[config.mk]
export PLATFORM = sky130hd
export DESIGN_NAME = instr_encoder
export DESIGN_NICKNAME = d
export VERILOG_FILES = /design/src/rtl/instr_encoder.sv
export SDC_FILE = /design/constraint.sdc
export NUM_CORES = 1
export LEC_CHECK = 0
export BUFFER_PORTS_ARGS = -buffer_cell sky130_fd_sc_hd__buf_2
export CORE_MARGIN = 2
export CORE_UTILIZATION = 35
export CTS_CLUSTER_DIAMETER = 100
export CTS_CLUSTER_SIZE = 28
export DETAILED_ROUTE_END_ITERATION = 8
export PLACE_DENSITY_LB_ADDON = 0.08
export SETUP_SLACK_MARGIN = 0.15
export SLEW_MARGIN = 20
export SYNTH_ARGS = -nofsm -noshare
export SYNTH_HDL_FRONTEND = slang
export SYNTH_SLANG_ARGS = --single-unit
[constraint.sdc]
create_clock -name clk -period 5.6 [get_ports clk]
set_input_delay 0.84 -clock clk [delete_from_list [all_inputs] [get_ports clk]]
set_output_delay 0.84 -clock clk [all_outputs]
set_load 0.005 [all_outputs]
[src/rtl/instr_encoder.sv]
// instr_encoder: turns RISC-V style field sets into 32-bit instruction words.
// Each accepted word is tagged with a running byte address and an error flag,
// then queued in a small FIFO for the consumer.
// Optional feature: define ENC_RANGE_CHECK_EN to flag immediates that do not
// fit their encoding. The encoded bits are the same with or without it.
module instr_encoder #(
  parameter logic [31:0] BASE_ADDR  = 32'h0000_0000,
  parameter int          FIFO_DEPTH = 2
) (
  input  logic        clk,
  input  logic        rst,
  input  logic        in_valid,
  output logic        in_ready,
  input  logic [6:0]  in_op,
  input  logic [4:0]  in_rd,
  input  logic [4:0]  in_rs1,
  input  logic [4:0]  in_rs2,
  input  logic [2:0]  in_funct3,
  input  logic [6:0]  in_funct7,
  input  logic [31:0] in_imm,
  output logic        out_valid,
  input  logic        out_ready,
  output logic [31:0] out_instr,
  output logic [31:0] out_addr,
  output logic        out_err
);

  localparam int PTR_W = $clog2(FIFO_DEPTH);
  localparam int CNT_W = PTR_W + 1;

  localparam logic [6:0] OP_R     = 7'b0110011;
  localparam logic [6:0] OP_IMM   = 7'b0010011;
  localparam logic [6:0] OP_JALR  = 7'b1100111;
  localparam logic [6:0] OP_LOAD  = 7'b0000011;
  localparam logic [6:0] OP_STORE = 7'b0100011;
  localparam logic [6:0] OP_BR    = 7'b1100011;
  localparam logic [6:0] OP_JAL   = 7'b1101111;
  localparam logic [6:0] OP_LUI   = 7'b0110111;
  localparam logic [6:0] OP_AUIPC = 7'b0010111;

  localparam logic [31:0] NOP_WORD = 32'h0000_0013;

  // Immediate fit tests; with range checking off every immediate "fits".
  logic ok_i;  // 12-bit sign extension (I and S forms)
  logic ok_b;  // 13-bit signed, even (branches)
  logic ok_j;  // 21-bit signed, even (JAL)
  logic ok_u;  // low 12 bits clear (LUI / AUIPC)

`ifdef ENC_RANGE_CHECK_EN
  assign ok_i = (&in_imm[31:11]) | ~(|in_imm[31:11]);
  assign ok_b = ((&in_imm[31:12]) | ~(|in_imm[31:12])) & ~in_imm[0];
  assign ok_j = ((&in_imm[31:20]) | ~(|in_imm[31:20])) & ~in_imm[0];
  assign ok_u = ~(|in_imm[11:0]);
`else
  assign ok_i = 1'b1;
  assign ok_b = 1'b1;
  assign ok_j = 1'b1;
  assign ok_u = 1'b1;
`endif

  logic [31:0] enc_instr;
  logic        enc_err;

  // Encode the presented fields by opcode; unknown opcodes become a flagged NOP.
  // NOTE: both outputs get a default before the case so no latch is inferred.
  always_comb begin
    enc_instr = NOP_WORD;
    enc_err   = 1'b1;
    case (in_op)
      OP_R: begin
        enc_instr = {in_funct7, in_rs2, in_rs1, in_funct3, in_rd, in_op};
        enc_err   = 1'b0;
      end
      OP_IMM, OP_JALR, OP_LOAD: begin
        enc_instr = {in_imm[11:0], in_rs1, in_funct3, in_rd, in_op};
        enc_err   = ~ok_i;
      end
      OP_STORE: begin
        enc_instr = {in_imm[11:5], in_rs2, in_rs1, in_funct3, in_imm[4:0], in_op};
        enc_err   = ~ok_i;
      end
      OP_BR: begin
        enc_instr = {in_imm[12], in_imm[10:5], in_rs2, in_rs1, in_funct3,
                     in_imm[4:1], in_imm[11], in_op};
        enc_err   = ~ok_b;
      end
      OP_JAL: begin
        enc_instr = {in_imm[20], in_imm[10:1], in_imm[11], in_imm[19:12], in_rd, in_op};
        enc_err   = ~ok_j;
      end
      OP_LUI, OP_AUIPC: begin
        enc_instr = {in_imm[31:12], in_rd, in_op};
        enc_err   = ~ok_u;
      end
      default: ;
    endcase
  end

  // Output queue state.
  logic [31:0]      instr_mem [FIFO_DEPTH];
  logic [31:0]      addr_mem  [FIFO_DEPTH];
  logic             err_mem   [FIFO_DEPTH];
  logic [PTR_W-1:0] wr_ptr;
  logic [PTR_W-1:0] rd_ptr;
  logic [CNT_W-1:0] count;
  logic [31:0]      addr_cnt;
  logic             full;
  logic             push;
  logic             pop;

  // Ready depends only on occupancy, never on out_ready, and is held low in reset.
  assign full      = (count == CNT_W'(FIFO_DEPTH));
  assign in_ready  = ~rst & ~full;
  assign out_valid = (count != '0);
  assign push      = in_valid & in_ready;
  assign pop       = out_valid & out_ready;

  // Head outputs read as zero whenever the queue is empty.
  assign out_instr = out_valid ? instr_mem[rd_ptr] : '0;
  assign out_addr  = out_valid ? addr_mem[rd_ptr]  : '0;
  assign out_err   = out_valid ? err_mem[rd_ptr]   : 1'b0;

  // Pointer, occupancy and address-counter bookkeeping.
  // NOTE: sequential state uses non-blocking assignments so every register
  // samples pre-edge values regardless of statement order.
  always_ff @(posedge clk or posedge rst) begin
    if (rst) begin
      wr_ptr   <= '0;
      rd_ptr   <= '0;
      count    <= '0;
      addr_cnt <= BASE_ADDR;
    end else begin
      if (push) begin
        wr_ptr   <= wr_ptr + PTR_W'(1);
        addr_cnt <= addr_cnt + 32'd4;
      end
      if (pop) begin
        rd_ptr <= rd_ptr + PTR_W'(1);
      end
      case ({push, pop})
        2'b10:   count <= count + CNT_W'(1);
        2'b01:   count <= count - CNT_W'(1);
        default: count <= count;
      endcase
    end
  end

  // Write the accepted word into the slot at the write pointer.
  // NOTE: the storage array has no reset; emptiness is tracked by count and
  // the head outputs are masked while empty, so stale contents are never seen.
  always_ff @(posedge clk) begin
    if (push) begin
      instr_mem[wr_ptr] <= enc_instr;
      addr_mem[wr_ptr]  <= addr_cnt;
      err_mem[wr_ptr]   <= enc_err;
    end
  end

endmodule

==> results of run 1 <==
==> per-layer routing <==
metal	wire [um]	GRT usage (%)	part of all wire, %
met2	7720	25.3	48
met1	7340	20.2	46
met3	791	4.01	4.9
met5	0	0	0
met4	222	5.15	1.4
==> final cells by class <==
class                   instances  area, um2
fillers                      1891      11000
flip-flops and latches        160       4640
multi-input cells             325       2250
repair buffers                138        726
clock buffers                  19        433
well taps                     265        332
clock inverters                13        121
inverters                       7       26.3
==> placed cells by master, fill, tap and decap left out, drive strengths merged, types with 2 or more instances in the layout <==
cell	count
buf	138
edfxtp	126
nor2	79
mux2i	64
dfrtp	34
nand2	25
xnor2	19
a22o	19
clkbuf	19
xor2	15
nand3	14
nor4	9
clkinv	8
and3	7
nand4	7
inv	7
nor3	6
a21o	6
conb	6
nor2b	5
a22oi	5
a21oi	5
nand2b	4
and2	4
o21ai	4
and4	3
clkinvlp	3
nand4b	2
ha	2
bufinv	2
==> critical path, cell delays in order (launching register included) <==
cell and delay (ns):
dfrtp_4 0.86, buf_4 0.59, mux2i_1 0.33, nor2_1 0.08
buf_2 0.13
==> through the flow <==
stage	power [mW]	cell area, um2	setup slack [ns]
final	3.71	8530	2.34
after global routing	3.92	8530	2.20
after CTS	3.75	8500	2.27
after detailed placement	2.65	7940	2.33
after global placement	2.64	7940	2.38
after floorplan	2.18	7020	1.21
==> kinds of logic after synthesis <==
family,Yosys count
mux,65
fa+ha+maj,2
compound gates,45
buf+inv,33
xor+xnor,34
simple gates,173
flops,160
other cells,2
==> registers in the layout, summed over array words and instances, names as in the netlist <==
signal / flops
addr_cnt: 30
count: 2
err_mem: 2
rd_ptr: 1
addr_mem: 60
instr_mem: 64
wr_ptr: 1
==> where the power goes <==
group,total [mW],switching [mW],internal [mW]
clock network,1.10,0.449,0.647
logic,1.02,0.546,0.469
registers,1.60,0.136,1.46
==> final timing paths <==
kind,end,slack (ns),cells past startpoint
setup / recovery,out_instr[11],2.34,4
min in group asynchronous,addr_cnt[18]$_DFFE_PP0P_,0.56,3
hold / removal,addr_mem[1][30]$_DFFE_PP_,0.50,0
max in group asynchronous,rd_ptr$_DFFE_PP0P_,4.66,3
hold reg to reg,addr_mem[1][30]$_DFFE_PP_,0.50,0
setup reg to reg,instr_mem[0][12]$_DFFE_PP_,2.88,5
==> impl_metrics.yaml, run 1 <==
layout:
  fin_nets: 719
  final_util_pct: 43.7
  diodes: 0
  fin_cells: 927
  area_growth_pct: 21.8
  drive_gt1_share_pct: 27.2
clock_tree:
  cts_hold_buf: 0
  postCtsResizedCells: 0
  ctsLongestPathBuffers: 2
  post_cts_buffers: 0
  numClockSinks: 160
  cts_root_buffer: "clkbuf_16"
  htree_levels: 4
  clk_pin_slew_worst_paths_ns: 0.06
  cts_tree: "built"
  worstSkewPairLatency_ns: 0.42
  numCtsBuffers: 17
global_routing:
  grt_max_degree: 51
  overflow: 0
  antenna_found_initial: 0
  grt_pass1_vias: 4578
  grt_pass1_wl_um: 25400
  grt_usage_pct: 15.5
synthesis:
  synth_cell_types: 49
  synth_xor_area_share_pct: 4.25
  syn-cell-area_mm2: 0.00700
  yosys.area_share.simple_pct: 12.5
  synth-seq-cells: 160
  synthTopCellsByArea: "edfxtp_1 (54%), dfrtp_1 (12%), mux2i_1 (9.1%)"
  synth_compound_area_share_pct: 5.16
  synth_top_family_by_area: "simple AND/OR/NAND/NOR gates"
  ys_seq_area_share_pct: 66.2
  avgSynthCellArea_um2: 13.6
  synth_ff_type: "edfxtp_1"
  synth_fa_ha_area_share_pct: 0.357
  syn_inst: 514
  ys.warnings.count: 0
  synth.area.mux_share_pct: 9.31
  netlist_top_cells_count: "edfxtp_1 (126), nor2_1 (79), mux2i_1 (64)"
  synth.most_common_cell: "edfxtp_1"
  synth_top_area_share_pct: 54.0
  async_flop_share_pct: 21.3
  synth-edff-count: 126
  synth_largest_area_cell: "edfxtp_1"
floorplan:
  start_util_pct: 35.9
  die_x_um: 145
  die_h_um: 145
  dieArea_mm2: 0.0212
  num_rows: 51
  io_pins: 135
  core_area_mm2: 0.0195
sta:
  hold_ws_ns: 0.495
  final_hold_viol_count: 0
  tightest_slew_ns: 1.00
  relSlewSlack_pct: 32.9
  setup_tns_ns: 0
  min_period_ns: 3.26
  timing.fmax_mhz: 307
  post-route-period-util_pct: 58.2
  setup_viol: 0
  final.setup_skew_ns: 0.00958
  drv_slew: 0
  grt_setup_unrepaired: "no"
setup_path:
  path_class: "reg -> out"
  crit_required_ns: 4.76
  crit_fanout: 34
  crit_start: "rd_ptr$_DFFE_PP0P_"
  critPathArrivalTime_ns: 2.42
  crit_path_start_kind: "register"
  r2r-start: "count[1]$_DFFE_PP0P_"
  setup.worst_path.end_class: "primary output"
routing:
  vias: 4512
  first_pass_iters: 4
  drc: 0
  routed_wl_um: 16100
  ant_nets: 0
  wl_per_cell_um: 17.3
  routed_via_density: 4.87
  drtIter0Drc: 294
power_and_ir_drop:
  p_per_area_mw_per_mm2: 435
  vdd_drop_max_v: 0.000333
  leakage_nw: 3.54
placement:
  hpwlAfterDp_um: 10800
  post-place-cells: 894
  gp_congestion: 0.765
  port_buffers: 132
min_path:
  hp-class: "reg -> reg"
  worstHoldStart: "addr_cnt[30]$_DFFE_PP0P_"
job:
  drv_cap: 0
status:
  status: "completed"
No activity file was read; power rests on OpenSTA's default activity.
==> inputs of run 2 (changes only) <==
--- a/config.mk
+++ b/config.mk
@@ -5,6 +5,7 @@
 export SDC_FILE = /design/constraint.sdc
 export NUM_CORES = 1
 export LEC_CHECK = 0
+export ABC_AREA = 1
 export BUFFER_PORTS_ARGS = -buffer_cell sky130_fd_sc_hd__buf_2
 export CORE_MARGIN = 2
 export CORE_UTILIZATION = 35
==> constraint.sdc (replaced) <==
create_clock -name clk -period 2.9 [get_ports clk]
set_input_delay 0.435 -clock clk [delete_from_list [all_inputs] [get_ports clk]]
set_output_delay 0.435 -clock clk [all_outputs]
set_load 0.005 [all_outputs]
==> run 2 against run 1 <==
  * First-iteration DRC count rose by 22%
  * Worst setup slack got worse by 1.9 ns
  * Clock skew barely moved
  * Via count rose by 28%
  * Combinational power rose by 97%
  * Sequential share of layout area fell by 3.7 points
  * Worst hold slack got worse by 0.34 ns
  * Clock power rose by 110%
  * Non-clock buffer count rose by 11
==> impl_metrics.yaml, run 2 <==
status:
  status: "completed"
synthesis:
  synth_ff_type: "edfxtp_1"
  syn-cell-area_mm2: 0.00750
  avgSynthCellArea_um2: 9.47
  yosys.area_share.simple_pct: 24.7
  synthTopCellsByArea: "edfxtp_1 (50%), nand2_1 (14%), dfrtp_1 (11%)"
  netlist_top_cells_count: "nand2_1 (277), edfxtp_1 (126), nand3_1 (75)"
  synth.most_common_cell: "nand2_1"
  synth_fa_ha_area_share_pct: 0.334
  synth_top_area_share_pct: 50.4
  ys.warnings.count: 0
  async_flop_share_pct: 21.3
  synth_xor_area_share_pct: 2.45
  synth-seq-cells: 160
  synth_largest_area_cell: "edfxtp_1"
  synth_compound_area_share_pct: 5.54
  synth_cell_types: 27
  synth_top_family_by_area: "simple AND/OR/NAND/NOR gates"
  syn_inst: 792
  ys_seq_area_share_pct: 61.8
  synth.area.mux_share_pct: 0
  synth-edff-count: 126
power_and_ir_drop:
  seqPwrFrac_pct: 40.7
  power_frac_clock_pct: 31.6
  p_switching_mw: 2.34
  swShare_pct: 32.3
  leakage_nw: 4.04
  intPower_mw: 4.91
  total_power_mw: 7.25
  p_comb_share_pct: 27.7
  vdd_drop_max_v: 0.000470
  p_per_area_mw_per_mm2: 792
floorplan:
  start_util_pct: 35.7
  dieArea_mm2: 0.0226
  core_area_mm2: 0.0210
  io_pins: 135
  die_h_um: 150
  die_x_um: 150
  num_rows: 53
routing:
  routed_wl_um: 19000
  ant_nets: 0
  first_pass_iters: 4
  drc: 0
  routed_via_density: 4.74
  vias: 5765
  drtIter0Drc: 359
  wl_per_cell_um: 15.6
sta:
  setup_viol: 0
  grt_setup_unrepaired: "no"
  min_period_ns: 2.42
  final.setup_skew_ns: 0.00921
  hold_ws_ns: 0.155
  final_hold_viol_count: 0
  tightest_slew_ns: 0.515
  relSlewSlack_pct: 65.6
  post-route-period-util_pct: 83.4
  setup_tns_ns: 0
  drv_slew: 0
  finalWorstSetupSlack_ns: 0.481
  timing.fmax_mhz: 413
clock_tree:
  htree_levels: 4
  cts_root_buffer: "clkbuf_16"
  ctsLongestPathBuffers: 2
  clk_pin_slew_worst_paths_ns: 0.06
  postCtsResizedCells: 0
  cts_hold_buf: 0
  worstSkewPairLatency_ns: 0.42
  post_cts_buffers: 0
  numCtsBuffers: 17
  cts_tree: "built"
  numClockSinks: 160
setup_path:
  crit_buf_inv: 3
  cp_slowest_cell: "dfrtp_2"
  crit_fanout: 38
  setup.worst_path.end_class: "primary output"
  crit_required_ns: 2.47
  path_class: "reg -> out"
  crit_path_start_kind: "register"
  path_cells: "inv_2 -> buf_12 -> nand2_1 -> a21oi_1 -> buf_2"
  slowest_delay_ns: 0.59
  critPathArrivalTime_ns: 1.98
  crit_family: "buffers and inverters"
layout:
  largest_reg_flops: 64
  area_growth_pct: 22.0
  largestRegisters: "instr_mem x64, addr_mem x60, addr_cnt x30"
  nFillCells: 2059
  fin_nets: 998
  diodes: 0
  final_cell_mix: "nand2_1 (277), buf_2 (132), edfxtp_1 (126), nand3_1 (75), a21oi_1 (64)"
  largest_register: "instr_mem"
  drive_gt1_share_pct: 21.1
  final_common_cell: "nand2_1"
global_routing:
  antenna_found_initial: 0
  busiest_layer: "met2"
  grt_pass1_wl_um: 29600
  gr-usage-met3_pct: 3.15
  met1_usage_pct: 23.5
  grt_max_degree: 53
  grt_pass1_vias: 5551
  grt_usage_pct: 17.3
  grtUsageMet2_pct: 28.5
  overflow: 0
placement:
  gp_congestion: 0.838
  port_buffers: 132
  hpwlAfterDp_um: 12600
  dpl_worst_slack_ns: 0.796
job:
  drv_cap: 0
min_path:
  hp-class: "in -> async"
==> run 2: cell count changes in the layout (fill, tap and decap cells not counted), sizes merged, moves of 15 or more <==
cell,delta
nand2,+256
mux2i,-64
nand3,+64
a21oi,+59
inv,+48
nor2,-31
a22o,-19
o21ai,+15
==> run 2: layout make-up <==
type                    count  area, um2  share of cell area [%]
well taps                 275        344                    3.76
inverters                  54        206                    2.26
repair buffers            149        838                    9.16
multi-input cells         546       2520                    27.5
clock buffers              20        447                    4.88
flip-flops and latches    160       4640                    50.7
clock inverters            12        159                    1.74
==> run 2: worst register-to-register path, cell delays in order, from the launching register on <==
cell and delay [ns]:
dfrtp_1 0.44, inv_1 0.06, nand2_1 0.09, nand3_2 0.34, nor2_2 0.52, nand3_1 0.17, xor2_1 0.18, inv_1 0.06
==> run 2: worst paths after layout <==
| kind | startpoint | endpoint | slack [ns] | cells after the start |
|---|---|---|---|---|
| worst max-delay path | rd_ptr$_DFFE_PP0P_ | out_instr[6] | 0.48 | 5 |
| min in group clk | in_imm[16] | instr_mem[0][16]$_DFFE_PP_ | 0.32 | 3 |
| max in group asynchronous | rst | rd_ptr$_DFFE_PP0P_ | 2.40 | 3 |
| worst min register to register | addr_cnt[31]$_DFFE_PP0P_ | addr_mem[0][31]$_DFFE_PP_ | 0.51 | 0 |
| worst min-delay path | rst | addr_cnt[4]$_DFFE_PP0P_ | 0.16 | 3 |
| worst max register to register | count[0]$_DFFE_PP0P_ | addr_cnt[16]$_DFFE_PP0P_ | 0.94 | 7 |
==> run 2: layer usage <==
| metal | up-vias | routed length [um] |
|---|---|---|
| met2 | 112 | 8940 |
| met4 | 0 | 184 |
| met1 | 2737 | 9080 |
| li1 | 2905 | - |
| met3 | 11 | 779 |
| met5 | - | 0 |
==> run 2: cell families (layout without fill, tap and decap cells) <==
family,Yosys count,count (layout)
AND/OR/NAND/NOR,434,434
flip-flops,160,160
XOR/XNOR,21,21
adder cells (fa/ha/maj),2,2
AO/OA/AOI/OAI,83,83
buffers and inverters,90,235
other,2,6
==> run 2: power groups by stage <==
stage	combinational [mW]	sequential [mW]	clock, mW
after floorplan	1.12	2.91	0
after global placement	2.07	3.00	0
after detailed placement	2.07	3.00	0
after CTS	2.07	2.96	2.35
after global routing	2.27	2.98	2.44
final	2.01	2.95	2.29
==> run 2: metrics by stage <==
step	cell area, um2	cells	util [%]
after global routing	9150	1216	43.5
after detailed placement	8550	1184	40.7
after CTS	9150	1216	43.5
after global placement	8550	1184	40.7
final	9150	1216	43.5
after floorplan	7540	796	-
